==> config.mk <==
export PLATFORM = sky130hd
export DESIGN_NAME = spi_reg_slave
export DESIGN_NICKNAME = d
export VERILOG_FILES = /design/src/rtl/spi_pkg.sv /design/src/rtl/spi_sync_edge.sv /design/src/rtl/spi_reg_slave.sv
export SDC_FILE = /design/constraint.sdc
export NUM_CORES = 1
export LEC_CHECK = 0
export BUFFER_PORTS_ARGS = -buffer_cell sky130_fd_sc_hd__buf_4
export CAP_MARGIN = 20
export CORE_AREA = 4 4 92 94
export CTS_CLUSTER_DIAMETER = 60
export DETAILED_ROUTE_END_ITERATION = 7
export DIE_AREA = 0 0 96 98
export GPL_ROUTABILITY_DRIVEN = 0
export PLACE_DENSITY_LB_ADDON = 0.2
export SLEW_MARGIN = 15
export SYNTH_ARGS = -nofsm -noshare
export SYNTH_HDL_FRONTEND = slang
export SYNTH_SLANG_ARGS = --single-unit
==> constraint.sdc <==
create_clock -name clk -period 2.56 [get_ports clk]
set_input_delay 0.128 -clock clk [delete_from_list [all_inputs] [get_ports clk]]
set_output_delay 0.128 -clock clk [all_outputs]
set_load 0.05 [all_outputs]
==> src/rtl/spi_pkg.sv <==
// spi_pkg: shared types and helpers for the SPI register slave.
//   frame_w()        - total frame length (R/W bit + address + data)
//   RW_WRITE/RW_READ - encoding of the leading R/W bit
//   spi_state_t      - frame-handling FSM states
package spi_pkg;

  localparam logic RW_WRITE = 1'b1;
  localparam logic RW_READ  = 1'b0;

  typedef enum logic [1:0] {
    IDLE  = 2'd0,
    CMD   = 2'd1,
    DATA  = 2'd2,
    CHECK = 2'd3
  } spi_state_t;

  function automatic int frame_w(input int addr_w, input int data_w);
    return 1 + addr_w + data_w;
  endfunction

endpackage

==> src/rtl/spi_sync_edge.sv <==
// spi_sync_edge: multi-flop synchroniser with edge detection.
//   clk, rst_n : system clock, async active-low reset
//   d          : asynchronous input
//   q          : synchronised level (last synchroniser stage)
//   rise, fall : one-clk pulses on a synchronised 0->1 / 1->0 transition
module spi_sync_edge #(
  parameter int SYNC_STAGES = 2
) (
  input  logic clk,
  input  logic rst_n,
  input  logic d,
  output logic q,
  output logic rise,
  output logic fall
);

  logic [SYNC_STAGES-1:0] sync_reg;
  logic                   dly_reg;

  always_ff @(posedge clk or negedge rst_n) begin
    if (!rst_n) begin
      sync_reg <= '0;
      dly_reg  <= 1'b0;
    end else begin
      sync_reg <= {sync_reg[SYNC_STAGES-2:0], d};
      dly_reg  <= sync_reg[SYNC_STAGES-1];
    end
  end

  assign q    = sync_reg[SYNC_STAGES-1];
  assign rise = q & ~dly_reg;
  assign fall = ~q & dly_reg;

endmodule

==> src/rtl/spi_reg_slave.sv <==
// spi_reg_slave: SPI mode-0 (MSB first) slave register file, oversampled in clk.
//   clk, rst_n      : system clock, async active-low reset
//   sclk, sdi, cs_n : raw SPI pins (asynchronous to clk)
//   sdo, sdo_oe     : read data and its output enable (sdo is 0 when not enabled)
//   regs            : flat register bus, reg k at [k*DATA_W +: DATA_W]
//   wr_valid        : one-clk pulse per committed write
//   wr_addr         : address of the last committed write
//   frame_err       : one-clk pulse when a frame is discarded
// Frame: {rw, addr[ADDR_W-1:0], data[DATA_W-1:0]}, rw = 1 for write.
module spi_reg_slave
  import spi_pkg::*;
#(
  parameter int NUM_REGS    = 5,
  parameter int DATA_W      = 8,
  parameter int ADDR_W      = 7,
  parameter int SYNC_STAGES = 2
) (
  input  logic                       clk,
  input  logic                       rst_n,
  input  logic                       sclk,
  input  logic                       sdi,
  input  logic                       cs_n,
  output logic                       sdo,
  output logic                       sdo_oe,
  output logic [NUM_REGS*DATA_W-1:0] regs,
  output logic                       wr_valid,
  output logic [ADDR_W-1:0]          wr_addr,
  output logic                       frame_err
);

  localparam int FRAME_W = frame_w(ADDR_W, DATA_W);
  localparam int CNT_W   = $clog2(FRAME_W + 2);
  localparam logic [CNT_W-1:0] CNT_MAX   = CNT_W'(FRAME_W + 1);
  localparam logic [CNT_W-1:0] CNT_FULL  = CNT_W'(FRAME_W);
  localparam logic [CNT_W-1:0] CNT_LASTA = CNT_W'(ADDR_W);     // count before last address bit
  localparam logic [CNT_W-1:0] CNT_CMDW  = CNT_W'(ADDR_W + 1); // count once command is complete

  // Synchronised pins
  logic sclk_q, sclk_rise, sclk_fall;
  logic sdi_q, sdi_rise, sdi_fall;
  logic cs_q, cs_rise, cs_fall;

  spi_sync_edge #(.SYNC_STAGES(SYNC_STAGES)) u_sync_sclk (
    .clk(clk), .rst_n(rst_n), .d(sclk), .q(sclk_q), .rise(sclk_rise), .fall(sclk_fall));
  spi_sync_edge #(.SYNC_STAGES(SYNC_STAGES)) u_sync_sdi (
    .clk(clk), .rst_n(rst_n), .d(sdi), .q(sdi_q), .rise(sdi_rise), .fall(sdi_fall));
  spi_sync_edge #(.SYNC_STAGES(SYNC_STAGES)) u_sync_cs (
    .clk(clk), .rst_n(rst_n), .d(cs_n), .q(cs_q), .rise(cs_rise), .fall(cs_fall));

  logic unused_sync;
  assign unused_sync = &{1'b0, sclk_q, sdi_rise, sdi_fall};

  // State
  spi_state_t          state_reg, state_next;
  logic [CNT_W-1:0]    cnt_reg, cnt_next;
  logic [FRAME_W-1:0]  shift_reg, shift_next;
  logic [DATA_W-1:0]   rd_reg, rd_next;
  logic                sdo_reg, sdo_next;
  logic                sdo_oe_reg;
  logic                wr_valid_reg;
  logic                frame_err_reg, err_next;
  logic [ADDR_W-1:0]   wr_addr_reg;
  logic                commit;

  function automatic logic in_range(input logic [ADDR_W-1:0] a);
    return 32'(a) < NUM_REGS;
  endfunction

  // Command as it stands on the cycle the last address bit is sampled
  logic [ADDR_W:0]     cmd_word;
  logic [ADDR_W-1:0]   cmd_addr;
  logic                cmd_rw;
  assign cmd_word = {shift_reg[ADDR_W-1:0], sdi_q};
  assign cmd_addr = cmd_word[ADDR_W-1:0];
  assign cmd_rw   = cmd_word[ADDR_W];

  // Fields of a complete frame, used in CHECK
  logic                chk_rw;
  logic [ADDR_W-1:0]   chk_addr;
  logic [DATA_W-1:0]   chk_data;
  assign chk_rw   = shift_reg[FRAME_W-1];
  assign chk_addr = shift_reg[DATA_W +: ADDR_W];
  assign chk_data = shift_reg[DATA_W-1:0];

  logic [CNT_W-1:0]    cnt_inc;
  logic [DATA_W-1:0]   rd_shl;
  assign cnt_inc = (cnt_reg == CNT_MAX) ? cnt_reg : cnt_reg + 1'b1;
  assign rd_shl  = rd_reg << 1;

  // Register file
  genvar gi;
  generate
    for (gi = 0; gi < NUM_REGS; gi++) begin : g_reg
      logic [DATA_W-1:0] reg_q;
      always_ff @(posedge clk or negedge rst_n) begin
        if (!rst_n) begin
          reg_q <= '0;
        end else if (commit && (32'(chk_addr) == gi)) begin
          reg_q <= chk_data;
        end
      end
      assign regs[gi*DATA_W +: DATA_W] = reg_q;
    end
  endgenerate

  logic [DATA_W-1:0] rd_word;
  always_comb begin
    rd_word = '0;
    for (int k = 0; k < NUM_REGS; k++) begin
      if (32'(cmd_addr) == k) rd_word = regs[k*DATA_W +: DATA_W];
    end
  end

  // FSM next state / datapath
  always_comb begin
    state_next = state_reg;
    cnt_next   = cnt_reg;
    shift_next = shift_reg;
    rd_next    = rd_reg;
    sdo_next   = sdo_reg;
    commit     = 1'b0;
    err_next   = 1'b0;
    case (state_reg)
      IDLE: begin
        sdo_next = 1'b0;
        if (cs_fall) begin
          cnt_next   = '0;
          shift_next = '0;
          state_next = CMD;
        end
      end
      CMD: begin
        // cs_n release has priority over a coincident sclk edge
        if (cs_rise) begin
          state_next = CHECK;
        end else if (sclk_rise) begin
          shift_next = {shift_reg[FRAME_W-2:0], sdi_q};
          cnt_next   = cnt_inc;
          if (cnt_reg == CNT_LASTA) begin
            state_next = DATA;
            if (cmd_rw == RW_READ && in_range(cmd_addr)) begin
              rd_next  = rd_word;
              sdo_next = rd_word[DATA_W-1];
            end else begin
              rd_next  = '0;
              sdo_next = 1'b0;
            end
          end
        end
      end
      DATA: begin
        if (cs_rise) begin
          state_next = CHECK;
        end else if (sclk_rise) begin
          shift_next = {shift_reg[FRAME_W-2:0], sdi_q};
          cnt_next   = cnt_inc;
        end else if (sclk_fall && cnt_reg > CNT_CMDW) begin
          // The falling edge right after the last address bit keeps the
          // freshly loaded MSB on sdo so the master samples it on the
          // first data rising edge; later falls advance one bit each.
          rd_next  = rd_shl;
          sdo_next = rd_shl[DATA_W-1];
        end
      end
      CHECK: begin
        sdo_next   = 1'b0;
        state_next = IDLE;
        if (cnt_reg == CNT_FULL && chk_rw == RW_WRITE && in_range(chk_addr)) begin
          commit = 1'b1;
        end else if (chk_rw == RW_WRITE || cnt_reg != CNT_FULL) begin
          err_next = 1'b1;
        end
      end
      default: state_next = IDLE;
    endcase
  end

  always_ff @(posedge clk or negedge rst_n) begin
    if (!rst_n) begin
      state_reg     <= IDLE;
      cnt_reg       <= '0;
      shift_reg     <= '0;
      rd_reg        <= '0;
      sdo_reg       <= 1'b0;
      sdo_oe_reg    <= 1'b0;
      wr_valid_reg  <= 1'b0;
      frame_err_reg <= 1'b0;
      wr_addr_reg   <= '0;
    end else begin
      state_reg     <= state_next;
      cnt_reg       <= cnt_next;
      shift_reg     <= shift_next;
      rd_reg        <= rd_next;
      sdo_reg       <= sdo_next;
      sdo_oe_reg    <= ~cs_q;
      wr_valid_reg  <= commit;
      frame_err_reg <= err_next;
      if (commit) wr_addr_reg <= chk_addr;
    end
  end

  assign sdo       = sdo_reg & sdo_oe_reg;
  assign sdo_oe    = sdo_oe_reg;
  assign wr_valid  = wr_valid_reg;
  assign wr_addr   = wr_addr_reg;
  assign frame_err = frame_err_reg;

endmodule
==> flow_summary.json <==
{
  "slew_viol_final": 0,
  "area_delta_synth_final_pct": 18.6,
  "async_reset_ff_share_pct": 100,
  "critPathLaunchType": "flop",
  "cts_root_buffer": "clkbuf_8",
  "synth_area_leaders": "dfrtp_1 (55%), mux2_2 (14%), nand2_1 (4.0%)",
  "synth_cell_types": 50,
  "final-instance-count-excl-fill": 510,
  "relSlewSlack_pct": 65.7,
  "die-area_mm2": 0.00941,
  "grt_start_max_net_pins": 54,
  "p_leak_nw": 2.40,
  "pwr-share-clk_pct": 26.3,
  "status": "completed",
  "synth_xor_area_share_pct": 0,
  "setup_violations": 0,
  "rows": 32,
  "largest_reg_flops": 40,
  "synth_area_mm2": 0.00409,
  "drcViolationCount": 0,
  "n_antenna_cell": 0,
  "cts_buffer_depth": 2,
  "report.final.hold_viol_count": 0,
  "pin_count": 56,
  "cts_setup_buffers": 0,
  "synthSimpleGateAreaFrac_pct": 13.6,
  "ys.flop_type": "dfrtp_1",
  "syn_area_per_cell_um2": 11.8,
  "dp_cells": 490,
  "synth_area_leader_cell": "dfrtp_1",
  "internal-power_mw": 2.37,
  "final_area_mm2": 0.00485,
  "syn-instance-count": 345,
  "mostFrequentLayoutCells": "dfrtp_1 (89), buf_4 (61), mux2_2 (51)",
  "synth_compound_area_share_pct": 8.45,
  "path_class": "reg2reg",
  "synth-edff-count": 0,
  "h-tree-depth": 3,
  "port_buffers": 55,
  "synth.area.mux_share_pct": 17.7,
  "vias": 2852,
  "syn_nets": 358,
  "path_clk_slew_ns": 0.09,
  "synth_top_family_by_area": "multiplexers",
  "clk_latency_ns": 0.35,
  "first_pass_iters": 4,
  "wl_per_cell_um": 16.7,
  "wirelength_um": 8530,
  "cts_tree": "yes",
  "yosysWarnings": 0,
  "start_util_pct": 53.4,
  "drt-initial-drc-count": 156,
  "place_area_mm2": 0.00461,
  "fin_crit_ns": 2.29,
  "via_per_inst": 5.59,
  "layout-drive-gt1-share_pct": 35.5,
  "skew_ns": 0.00721,
  "worst_ep_required_time_ns": 2.80,
  "worst_slack_ns": 0.273,
  "fin_util_pct": 63.4,
  "grt-ovfl-total": 0,
  "rsz0062_at_grt": "no",
  "fin_tns_setup_ns": 0,
  "nNetsFinal": 416,
  "tightest_slew_ns": 0.509,
  "die_height_um": 98,
  "dpl.hpwl_um": 6040,
  "p_switching_mw": 1.31,
  "switching_share_pct": 35.6,
  "post-place-ws_ns": 0.291,
  "grt_pass1_wl_um": 14600,
  "layout_commonest_cell": "dfrtp_1",
  "synth_top_area_share_pct": 54.5,
  "antenna_found_initial": 0,
  "fmax_ghz": 0.437,
  "synth_seq_area_share_pct": 54.5,
  "core_area_mm2": 0.00765,
  "path_max_fanout": 8,
  "hp-class": "in2async",
  "critPathArrivalTime_ns": 2.53,
  "numClockSinks": 89,
  "power_density_mw_per_mm2": 760,
  "synthAdderAreaFrac_pct": 2.45,
  "critical_path.endpoint_type": "flop",
  "maxCapViolCount": 0,
  "p_comb_share_pct": 29.1,
  "grt_usage_pct": 19.8,
  "holdWs_ns": 0.268,
  "die_w_um": 96,
  "cts_inserted_buffers": 9,
  "power_mw": 3.68,
  "seq_power_share_pct": 44.6,
  "first_global_vias": 2863,
  "ir_drop_uv": 456,
  "synth_seq_cells": 89,
  "drtAntennaViolNets": 0,
  "finalCritPeriodShare_pct": 89.3
}
[synthesized netlist by cell type (2+ instances only)]
cell / instances
clkbuf_1: 10
mux4_2: 4
a31o_2: 4
buf_2: 8
a21oi_1: 11
dfrtp_1: 89
mux2_2: 51
and2_1: 6
mux2i_1: 6
o21ai_0: 23
nor2b_1: 7
ha_1: 8
nand3_1: 10
o211ai_1: 5
nand3b_2: 2
inv_1: 11
nand2b_1: 2
nand2_1: 44
and3_1: 5
nor2_1: 9
[routing by layer]
layer	vias up	track usage, %	share of wire, %
met5	-	0	0
met4	0	4.38	1.2
met3	9	5.32	5.5
met2	74	29.3	47
met1	1439	29.4	46
li1	1330	-	-
[power groups by stage]
stage / Clock (mW) / Combinational, mW / Sequential, mW
after detailed placement: 0 / 1.07 / 1.67
after global placement: 0 / 1.05 / 1.66
after CTS: 0.991 / 1.08 / 1.64
after global routing: 1.05 / 1.20 / 1.66
final: 0.967 / 1.07 / 1.64
after floorplan: 0 / 0.792 / 1.62
[worst paths after layout]
kind | startpoint | to | slack (ns) | cells after the start
setup / recovery | cnt_reg[0] | g_reg[3].reg_q[7] | 0.27 | 7
hold / removal | rst_n | wr_valid | 0.27 | 2
setup reg to reg | cnt_reg[0] | g_reg[3].reg_q[7] | 0.27 | 7
hold reg to reg | u_sync_cs.sync_reg[0] | u_sync_cs.sync_reg[1] | 0.35 | 0
max in group asynchronous | rst_n | shift_reg[4] | 1.66 | 3
min in group clk | u_sync_cs.sync_reg[0] | u_sync_cs.sync_reg[1] | 0.35 | 0
[logic make-up (layout without fill, tap and decap cells)]
kind of cell,Yosys count,after routing
flip-flops,89,89
AO/OA/AOI/OAI,56,56
adder cells (fa/ha/maj),8,8
multiplexers,61,61
buffers and inverters,31,94
AND/OR/NAND/NOR,100,100
[cell type report]
type	count	area (um2)
clock buffer	12	145
clock inverter	4	52.6
fill	607	2800
inverter	12	45.0
multi-input combinational	225	1730
sequential	89	2230
tap	102	128
timing repair buffer	66	518
[repair_timing]
action                    CTS  global route
hold endpoints to repair   39             0
hold buffers                4             0
resized for setup           0             0
[worst max-delay path, stage by stage, from the launching register on]
cell	delay, ns
dfrtp_1	0.42
inv_1	0.10
ha_1	0.17
and4bb_1	0.22
nand3_1	0.16
nor3b_4	0.30
and3_1	0.42
mux2_2	0.38
Power figures use the tool's default switching activity.
